## config.mk

```make
export PLATFORM = sky130hd
export DESIGN_NAME = tx_shift
export DESIGN_NICKNAME = d
export VERILOG_FILES = /design/src/rtl/uart_pkg.sv /design/src/rtl/tx_shift.sv
export SDC_FILE = /design/constraint.sdc
export NUM_CORES = 1
export LEC_CHECK = 0
export ABC_AREA = 0
export CORE_MARGIN = 5
export CORE_UTILIZATION = 30
export DETAILED_ROUTE_END_ITERATION = 6
export PLACE_DENSITY = 0.5
export SYNTH_ARGS = -nofsm -noshare
export SYNTH_HDL_FRONTEND = slang
export SYNTH_SLANG_ARGS = --single-unit
```

## constraint.sdc

```tcl
create_clock -name i_Pclk -period 5.3 [get_ports i_Pclk]
set_clock_uncertainty 0.1 [all_clocks]
set_input_delay 1.06 -clock i_Pclk [delete_from_list [all_inputs] [get_ports i_Pclk]]
set_output_delay 1.06 -clock i_Pclk [all_outputs]
set_load 0.03 [all_outputs]
```

## src/rtl/uart_pkg.sv

```systemverilog
// Shared types and constants for the UART transmit path.
package uart_pkg;

  localparam int unsigned DataBits = 8;
  localparam int unsigned BaudW    = 8;
  localparam logic        LineIdle = 1'b1;

  typedef enum logic [2:0] {
    StIdle,
    StStart,
    StData,
    StStop,
    StDone
  } tx_state_e;

endpackage

```

## src/rtl/tx_shift.sv

```systemverilog
// UART 8N1 transmit shift engine: latches a byte on request, serialises it LSB first,
// and pulses o_Pready for one cycle once the stop bit has been sent.
module tx_shift
  import uart_pkg::*;
#(
  parameter int unsigned DATA_BITS = DataBits,
  parameter int unsigned BAUD_W    = BaudW
) (
  input  logic                 i_Pclk,
  input  logic                 i_Presetn,
  input  logic [BAUD_W-1:0]    i_Baud,
  input  logic                 i_Enable,
  input  logic [DATA_BITS-1:0] i_Pwdata,
  output logic                 o_Tx_Serial,
  output logic                 o_Pready
);

  localparam int unsigned IdxW = (DATA_BITS > 1) ? $clog2(DATA_BITS) : 1;
  localparam logic [IdxW-1:0]   LastIdx  = IdxW'(DATA_BITS - 1);
  localparam logic [BAUD_W-1:0] TimerOne = BAUD_W'(1);

  tx_state_e              state_q, state_d;
  logic [BAUD_W-1:0]      timer_q, timer_d;
  logic [BAUD_W-1:0]      bmax_q, bmax_d;
  logic [IdxW-1:0]        idx_q, idx_d;
  logic [DATA_BITS-1:0]   data_q, data_d;
  logic                   tx_q, tx_d;
  logic                   pready_q, pready_d;
  logic                   bit_end;

  // bmax holds P-1 for the frame in flight, so a zero baud setting means one cycle per bit.
  assign bit_end = (timer_q == bmax_q);

  always_comb begin
    state_d = state_q;
    timer_d = timer_q;
    bmax_d  = bmax_q;
    idx_d   = idx_q;
    data_d  = data_q;

    unique case (state_q)
      StIdle: begin
        if (i_Enable) begin
          data_d  = i_Pwdata;
          bmax_d  = (i_Baud == '0) ? '0 : (i_Baud - TimerOne);
          timer_d = '0;
          idx_d   = '0;
          state_d = StStart;
        end
      end
      StStart: begin
        if (bit_end) begin
          timer_d = '0;
          idx_d   = '0;
          state_d = StData;
        end else begin
          timer_d = timer_q + TimerOne;
        end
      end
      StData: begin
        if (bit_end) begin
          timer_d = '0;
          if (idx_q == LastIdx) begin
            state_d = StStop;
          end else begin
            idx_d = idx_q + IdxW'(1);
          end
        end else begin
          timer_d = timer_q + TimerOne;
        end
      end
      StStop: begin
        if (bit_end) begin
          timer_d = '0;
          state_d = StDone;
        end else begin
          timer_d = timer_q + TimerOne;
        end
      end
      StDone: begin
        state_d = StIdle;
      end
      default: begin
        state_d = StIdle;
      end
    endcase
  end

  // Outputs are decoded from the next state so they change on the same edge as the state.
  always_comb begin
    tx_d     = LineIdle;
    pready_d = 1'b0;
    case (state_d)
      StStart: tx_d = 1'b0;
      StData:  tx_d = data_d[idx_d];
      StDone:  pready_d = 1'b1;
      default: tx_d = LineIdle;
    endcase
  end

  always_ff @(posedge i_Pclk or negedge i_Presetn) begin
    if (!i_Presetn) begin
      state_q  <= StIdle;
      timer_q  <= '0;
      bmax_q   <= '0;
      idx_q    <= '0;
      data_q   <= '0;
      tx_q     <= LineIdle;
      pready_q <= 1'b0;
    end else begin
      state_q  <= state_d;
      timer_q  <= timer_d;
      bmax_q   <= bmax_d;
      idx_q    <= idx_d;
      data_q   <= data_d;
      tx_q     <= tx_d;
      pready_q <= pready_d;
    end
  end

  assign o_Tx_Serial = tx_q;
  assign o_Pready    = pready_q;

endmodule

```

==> results by group, run 1 <==
Floorplanning
  – Site row count: 29
  – Die area: 7990 um^2
  – Core Box Area: 6240 um^2
  – Chip height: ~89 um
  – Starting Density: 30.3%
  – I/O Pins: 21
  – Chip width: approximately 89 um

Synth
  – Seq/Total Area, Yosys: 42.4%
  – Register bit total from synthesis: 32
  – Avg Cell Area, Syn: between 8 and 9 um^2
  – Synth cell types: between 40 and 50
  – Mapped Nets: about 230
  – Yosys synthesis warning count: 0
  – Post-synthesis cell count: roughly 210
  – Post-synthesis cell area: 1890 um^2

Job
  – Max Cap Violations: 0

Worst setup path
  – Crit end category: register
  – Startpoint Class: input port
  – FF-to-FF path depth: 7
  – WS Path Type: input port to register
  – Worst flop-to-flop path startpoint: timer_q[2]$_DFFE_PN0P_
  – Crit. Startpoint: i_Enable
  – R2R setup slack: 2800 ps
  – WP data arrival: roughly 3200 ps
  – Crit-path max FO: 12
  – Reg-to-reg endpoint: o_Tx_Serial$_DFF_PN1_
  – WP data required: about 5400 ps

Global route
  – First-pass GRT wire length: 7090 um
  – GRT Overall Usage: around 11%
  – Initial antenna violation count: 0
  – Total grt overflow: 0
  – Vias in the first global route: between 1000 and 1500
  – Largest net degree at the start of global routing: 33

Routing
  – Drt total wl: about 4200 um
  – Pre-antenna DRT Iters: 4
  – First DRT Iteration DRCs: roughly 110
  – DRC: 0
  – Vias: between 1500 and 2000
  – Via-to-Cell Ratio: roughly 4.9
  – DRT antenna net count: 0
  – WL per Instance: around 14 um

Clock tree
  – Post-CTS Setup Inserts: 0
  – Clock buffer depth: 2
  – Inserted Clock Buffers: 5
  – H-tree depth: 2
  – CTS clk-pin slew, worst paths: around 70 ps
  – Post_cts resized: 0
  – Clock Latency Late Sink: 280 ps
  – Clock root buffer: clkbuf_8
  – Clk sink count: 32
  – TritonCTS clock tree: done
  – CTS hold repair buffers: 0

Layout
  – Most frequent cells in the layout: dfrtp_1, nand2_1, clkdlybuf4s50_1, o21ai_0, xnor2_1
  – Layout cells sized above 1: under 10%
  – Final nets: 252
  – Final core occ: approximately 36%
  – Commonest non-fill, non-tap cell in the layout: dfrtp_1
  – P&R area growth vs syn: 17.7%
  – N_diodes: 0
  – Post-route cell area: 2220 um^2

Placement
  – Port Buffer Count: 20
  – Placer's final routability congestion estimate: 0.820
  – Placement Cell Area: between 2000 and 2500 um^2
  – Pre-CTS WS: 1880 ps
  – HPWL Detailed: a little over 3000 um

Min path
  – Min-Delay Path Class: register to register
  – Hold_sp: data_q[5]$_DFF_PN0_
  – Hold Path Stages: 2
  – Worst Hold End: data_q[5]$_DFF_PN0_

STA
  – Final worst path period share: 58.4%
  – FMAX: around 0.32 GHz
  – Final-report hold violation count: 0
  – Final WS setup: approximately 2200 ps
  – Setup TNS: 0 ps
  – # setup viols final: 0
  – Final max-slew violation count: 0
  – Worst-Margin Slew: slightly below 800 ps
  – RSZ-0062 raised after global routing: no
  – Fin crit period: roughly 3100 ps
  – Slew margin rel.: 48.2%

Pwr
  – Pwr Density: between 500 and 600 nW/um^2
  – Leakage: 0.907 nW
  – Worst VDD drop: between 0.15 and 0.2 mV

Outcome
  – Status: complete, no violations
==> power breakdown <==
group | leakage (nW) | internal [mW] | switching [mW] | total [mW]
Clock | 0.0395 | 0.0933 | 0.0868 | 0.180
Combinational | 0.471 | 0.220 | 0.292 | 0.511
Sequential | 0.396 | 0.348 | 0.0975 | 0.446
Total | 0.907 | 0.661 | 0.476 | 1.14
==> worst max-delay path, cell delays in order <==
cell             delay (ps)
clkdlybuf4s50_1         520
nor4b_4                 660
mux2i_1                 200
o31ai_1                 110
nor3_1                   70
o211ai_1                180
a21oi_1                 100
a2111oi_2               280
==> cells by family after synthesis <==
| kind of cell | after synthesis | synth area share (%) |
|---|---|---|
| AOI/OAI and AO/OA | 54 | 18.1 |
| and+or+nand+nor | 84 | 23.5 |
| muxes | 5 | 2.65 |
| buffers and inverters | 18 | 4.43 |
| adders and majority gates | 3 | 1.99 |
| xor gates and xnor gates | 15 | 6.95 |
| DFF | 32 | 42.4 |
==> final cells by class <==
| cell class | instances | area, um^2 |
|---|---|---|
| timing repair buffer | 21 | 208 |
| multi-input combinational | 161 | 1000 |
| sequential | 32 | 802 |
| tap | 77 | 96.3 |
| fill | 678 | 4020 |
| clock buffer | 8 | 80.1 |
| inverter | 9 | 33.8 |
==> metrics by stage <==
step / instances / hold WS [ps] / total power [mW]
floorplan: 211 / 341 / 0.839
global placement: 300 / 368 / 0.962
detailed placement: 300 / 367 / 0.961
CTS: 308 / 386 / 1.15
global route: 308 / 405 / 1.25
finish: 308 / 379 / 1.14
==> flip-flops by register name, summed over array words and instances (netlist names) <==
register and cells:
o_Pready 1, data_q 8, o_Tx_Serial 1, state_q 3, idx_q 3, timer_q 8, bmax_q 8
==> synthesized netlist by cell type, drive strengths merged <==
master | count | area, um^2
mux2i | 5 | 50.1
or4 | 2 | 15.0
nor2b | 5 | 31.3
a21boi | 1 | 7.51
xnor2 | 15 | 131
o311ai | 1 | 8.76
clkbuf | 3 | 11.3
nand4 | 3 | 18.8
nor2 | 14 | 52.6
buf | 6 | 38.8
a2111oi | 1 | 15.0
a21oi | 7 | 35.0
nor4b | 1 | 23.8
nand2 | 26 | 97.6
nand2b | 4 | 25.0
inv | 9 | 33.8
nor3 | 8 | 40.0
a21o | 2 | 16.3
o21a | 3 | 22.5
o31a | 1 | 8.76
or3 | 3 | 18.8
o21ai | 20 | 100
dfstp | 1 | 26.3
dfrtp | 31 | 776
a31oi | 5 | 31.3
o41ai | 1 | 8.76
and2 | 3 | 18.8
or2 | 1 | 6.26
and3 | 5 | 31.3
nand3 | 5 | 25.0
and4 | 3 | 26.3
ha | 3 | 37.5
o31ai | 6 | 45.0
or4b | 1 | 13.8
a41oi | 1 | 8.76
o22ai | 3 | 18.8
o211ai | 2 | 15.0
==> routing by layer <==
metal | track usage, % | routed length [um] | vias to the layer above
met5 | 0 | 0 | -
met4 | 5.95 | 104 | 0
met3 | 2.03 | 151 | 9
met2 | 17.7 | 1820 | 29
met1 | 15.2 | 2080 | 692
li1 | - | - | 790
==> worst max path at each step <==
stage | to | slack, ps
3_3_place_gp | o_Tx_Serial$_DFF_PN1_ | 1930
6_report | o_Tx_Serial$_DFF_PN1_ | 2200
4_1_cts | o_Tx_Serial$_DFF_PN1_ | 2170
5_1_grt | o_Tx_Serial$_DFF_PN1_ | 1980
3_5_place_dp | o_Tx_Serial$_DFF_PN1_ | 1880
2_1_floorplan | o_Tx_Serial$_DFF_PN1_ | 2770
(Power assumes the default switching activity.)
==> run 2: changes to the inputs <==
clock period = 3.1 ns   (was 5.3 ns; I/O delays follow)
==> run 2 against run 1 <==
Compared with the run above:
- wire length grew 0.70%
- worst setup slack worse by 1700 ps
- combinational power is 74% higher
- clock power increased by 94%
- via count is 4.5% higher
- non-clock buffer count increased by 2
- critical path depth unchanged
- worst hold slack improved by 5.8 ps
- flip-flop and latch count unchanged
- global-route usage about the same
- core utilization increased by 0.50 points
- register-to-register slack lost 2200 ps
- critical endpoint unchanged
- largest power group unchanged
==> results by group, run 2 (same netlist as run 1, synthesis figures left out) <==
Global route
  – Global Route met2 Usage: 18.8%
  – Met1 Use GR: approximately 15%
  – First-pass GRT wire length: 7110 um
  – Total grt overflow: 0
  – Initial antenna violation count: 0
  – Layer carrying the most global-route usage: met2
  – GRT Overall Usage: approximately 11%
  – GRT met3 Usage: under 10%
  – Vias in the first global route: approximately 1500
  – Largest net degree at the start of global routing: 33

Clock tree
  – Inserted Clock Buffers: 5
  – Clk sink count: 32
  – Clock Latency Late Sink: 280 ps
  – H-tree depth: 2
  – Clock buffer depth: 2
  – CTS clk-pin slew, worst paths: approximately 70 ps
  – TritonCTS clock tree: done
  – Post_cts resized: 0
  – Post-CTS Setup Inserts: 0
  – CTS hold repair buffers: 0
  – Clock root buffer: clkbuf_8

Layout
  – Commonest non-fill, non-tap cell in the layout: dfrtp_1
  – Final core occ: roughly 36%
  – Fillers: 686
  – Final nets: 254
  – Most frequent cells in the layout: dfrtp_1, nand2_1, clkdlybuf4s50_1, o21ai_0, xnor2_1
  – N_diodes: 0
  – Layout cells sized above 1: about 6.9%
  – Sequential cell area: approximately 800 um^2
  – Regs by FF count: bmax_q x8, data_q x8, timer_q x8
  – P&R area growth vs syn: 19.3%
  – Area of the multi-input gates: between 1000 and 1500 um^2

STA
  – Final max-slew violation count: 0
  – Fin crit period: roughly 2600 ps
  – Final worst path period share: a little over four fifths
  – FMAX: a little under 0.4 GHz
  – Setup TNS: 0 ps
  – Slew margin rel.: between 60% and 70%
  – RSZ-0062 raised after global routing: no
  – Worst-Margin Slew: roughly 530 ps
  – # setup viols final: 0
  – Final-report hold violation count: 0

Worst setup path
  – Cell breakdown of the critical path: clkdlybuf4s50_1 > or4b_4 > nand2_1 > a21o_2 > a31oi_1 > o211ai_1 > a21oi_1 > a2111oi_2
  – Worst path slowest cell: or4b_4
  – CP Buf/Inv Count: 1
  – WP data arrival: 2660 ps
  – WS Path Type: input port to register
  – WP data required: approximately 3200 ps
  – Crit-path max FO: 13
  – Top delay family on crit path: compound AO/OA/AOI/OAI gates
  – Crit end category: register
  – Crit. Startpoint: i_Enable
  – R2R setup slack: between 500 and 600 ps
  – Worst flop-to-flop path startpoint: timer_q[2]$_DFFE_PN0P_
  – Reg-to-reg endpoint: o_Tx_Serial$_DFF_PN1_
  – Startpoint Class: input port
  – CP peak stage delay: between 500 and 600 ps
  – FF-to-FF path depth: 7

Pwr
  – Sw power: ~820 uW
  – Gate power share: between 40 and 50%
  – Worst VDD drop: roughly 0.34 mV
  – Int Pwr: between 1 and 1.5 mW
  – Leakage: 0.929 nW
  – Switching Fraction: 41.1%
  – Clk network pwr share: between 15 and 20%
  – Sequential power share: a little under two fifths
  – Pwr Density: about 890 nW/um^2

Min path
  – Hold Path Stages: 2
  – Min-Delay Path Class: register to register
  – Worst Hold End: data_q[7]$_DFF_PN0_
  – Hold_sp: data_q[7]$_DFF_PN0_

Routing
  – Drt total wl: about 4200 um
  – DRT antenna net count: 0
  – Vias: 1588
  – DRC: 0
  – WL per Instance: about 14 um
  – Pre-antenna DRT Iters: 5
  – First DRT Iteration DRCs: 97
  – Via-to-Cell Ratio: 5.14

Job
  – Max Cap Violations: 0

Floorplanning
  – Chip width: just under 90 um
  – Starting Density: between 30% and 40%
  – Site row count: 29
  – Core Box Area: 6240 um^2
  – I/O Pins: 21
  – Die area: approximately 8000 um^2
  – Chip height: 89.4 um

Outcome
  – Status: complete, no violations

Placement
  – Placer's final routability congestion estimate: around 0.86
  – HPWL Detailed: ~3000 um
  – Port Buffer Count: 20
run 2: worst max path at each step:
stage | to | cells past startpoint | slack (ps)
floorplan | o_Tx_Serial$_DFF_PN1_ | 7 | 1010
global placement | o_Tx_Serial$_DFF_PN1_ | 8 | 260
detailed placement | o_Tx_Serial$_DFF_PN1_ | 8 | 240
CTS | o_Tx_Serial$_DFF_PN1_ | 8 | 520
global route | o_Tx_Serial$_DFF_PN1_ | 8 | 410
finish | o_Tx_Serial$_DFF_PN1_ | 8 | 520
run 2: layer usage:
metal | routed length, um | vias to the layer above
li1 | - | 795
met1 | 2050 | 757
met2 | 1950 | 32
met3 | 140 | 4
met4 | 44 | 0
met5 | 0 | -
run 2: power by group through the flow:
stage                     clock [mW]  combinational, mW  sequential (mW)
final                          0.349              0.887            0.766
after global routing           0.376               1.01            0.790
after CTS                      0.363              0.893            0.766
after detailed placement           0              0.887            0.774
after global placement             0              0.881            0.774
after floorplan                    0              0.712            0.722
run 2: final cells by class:
cell class	count	share of cell area (%)
well taps	77	4.27
inverters	9	1.50
repair buffers	23	9.87
multi-input cells	161	44.5
flip-flops and latches	32	35.6
clock buffers	7	4.27
run 2: tightest hold or removal path: cells and delay by family (launching register included):
kind,cells,cell delay (ps)
flip-flops,1,320
AND/OR/NAND/NOR,2,120
run 2: per-stage QoR:
step / instances / setup WS [ps] / area (um^2) / hold slack [ps] / total power, mW
final: 309 / 516 / 2260 / 385 / 2.00
after global routing: 309 / 415 / 2260 / 420 / 2.17
after CTS: 309 / 521 / 2260 / 389 / 2.02
after detailed placement: 302 / 239 / 2160 / 370 / 1.66
after global placement: 302 / 258 / 2160 / 371 / 1.66
after floorplan: 211 / 1010 / 1890 / 224 / 1.43
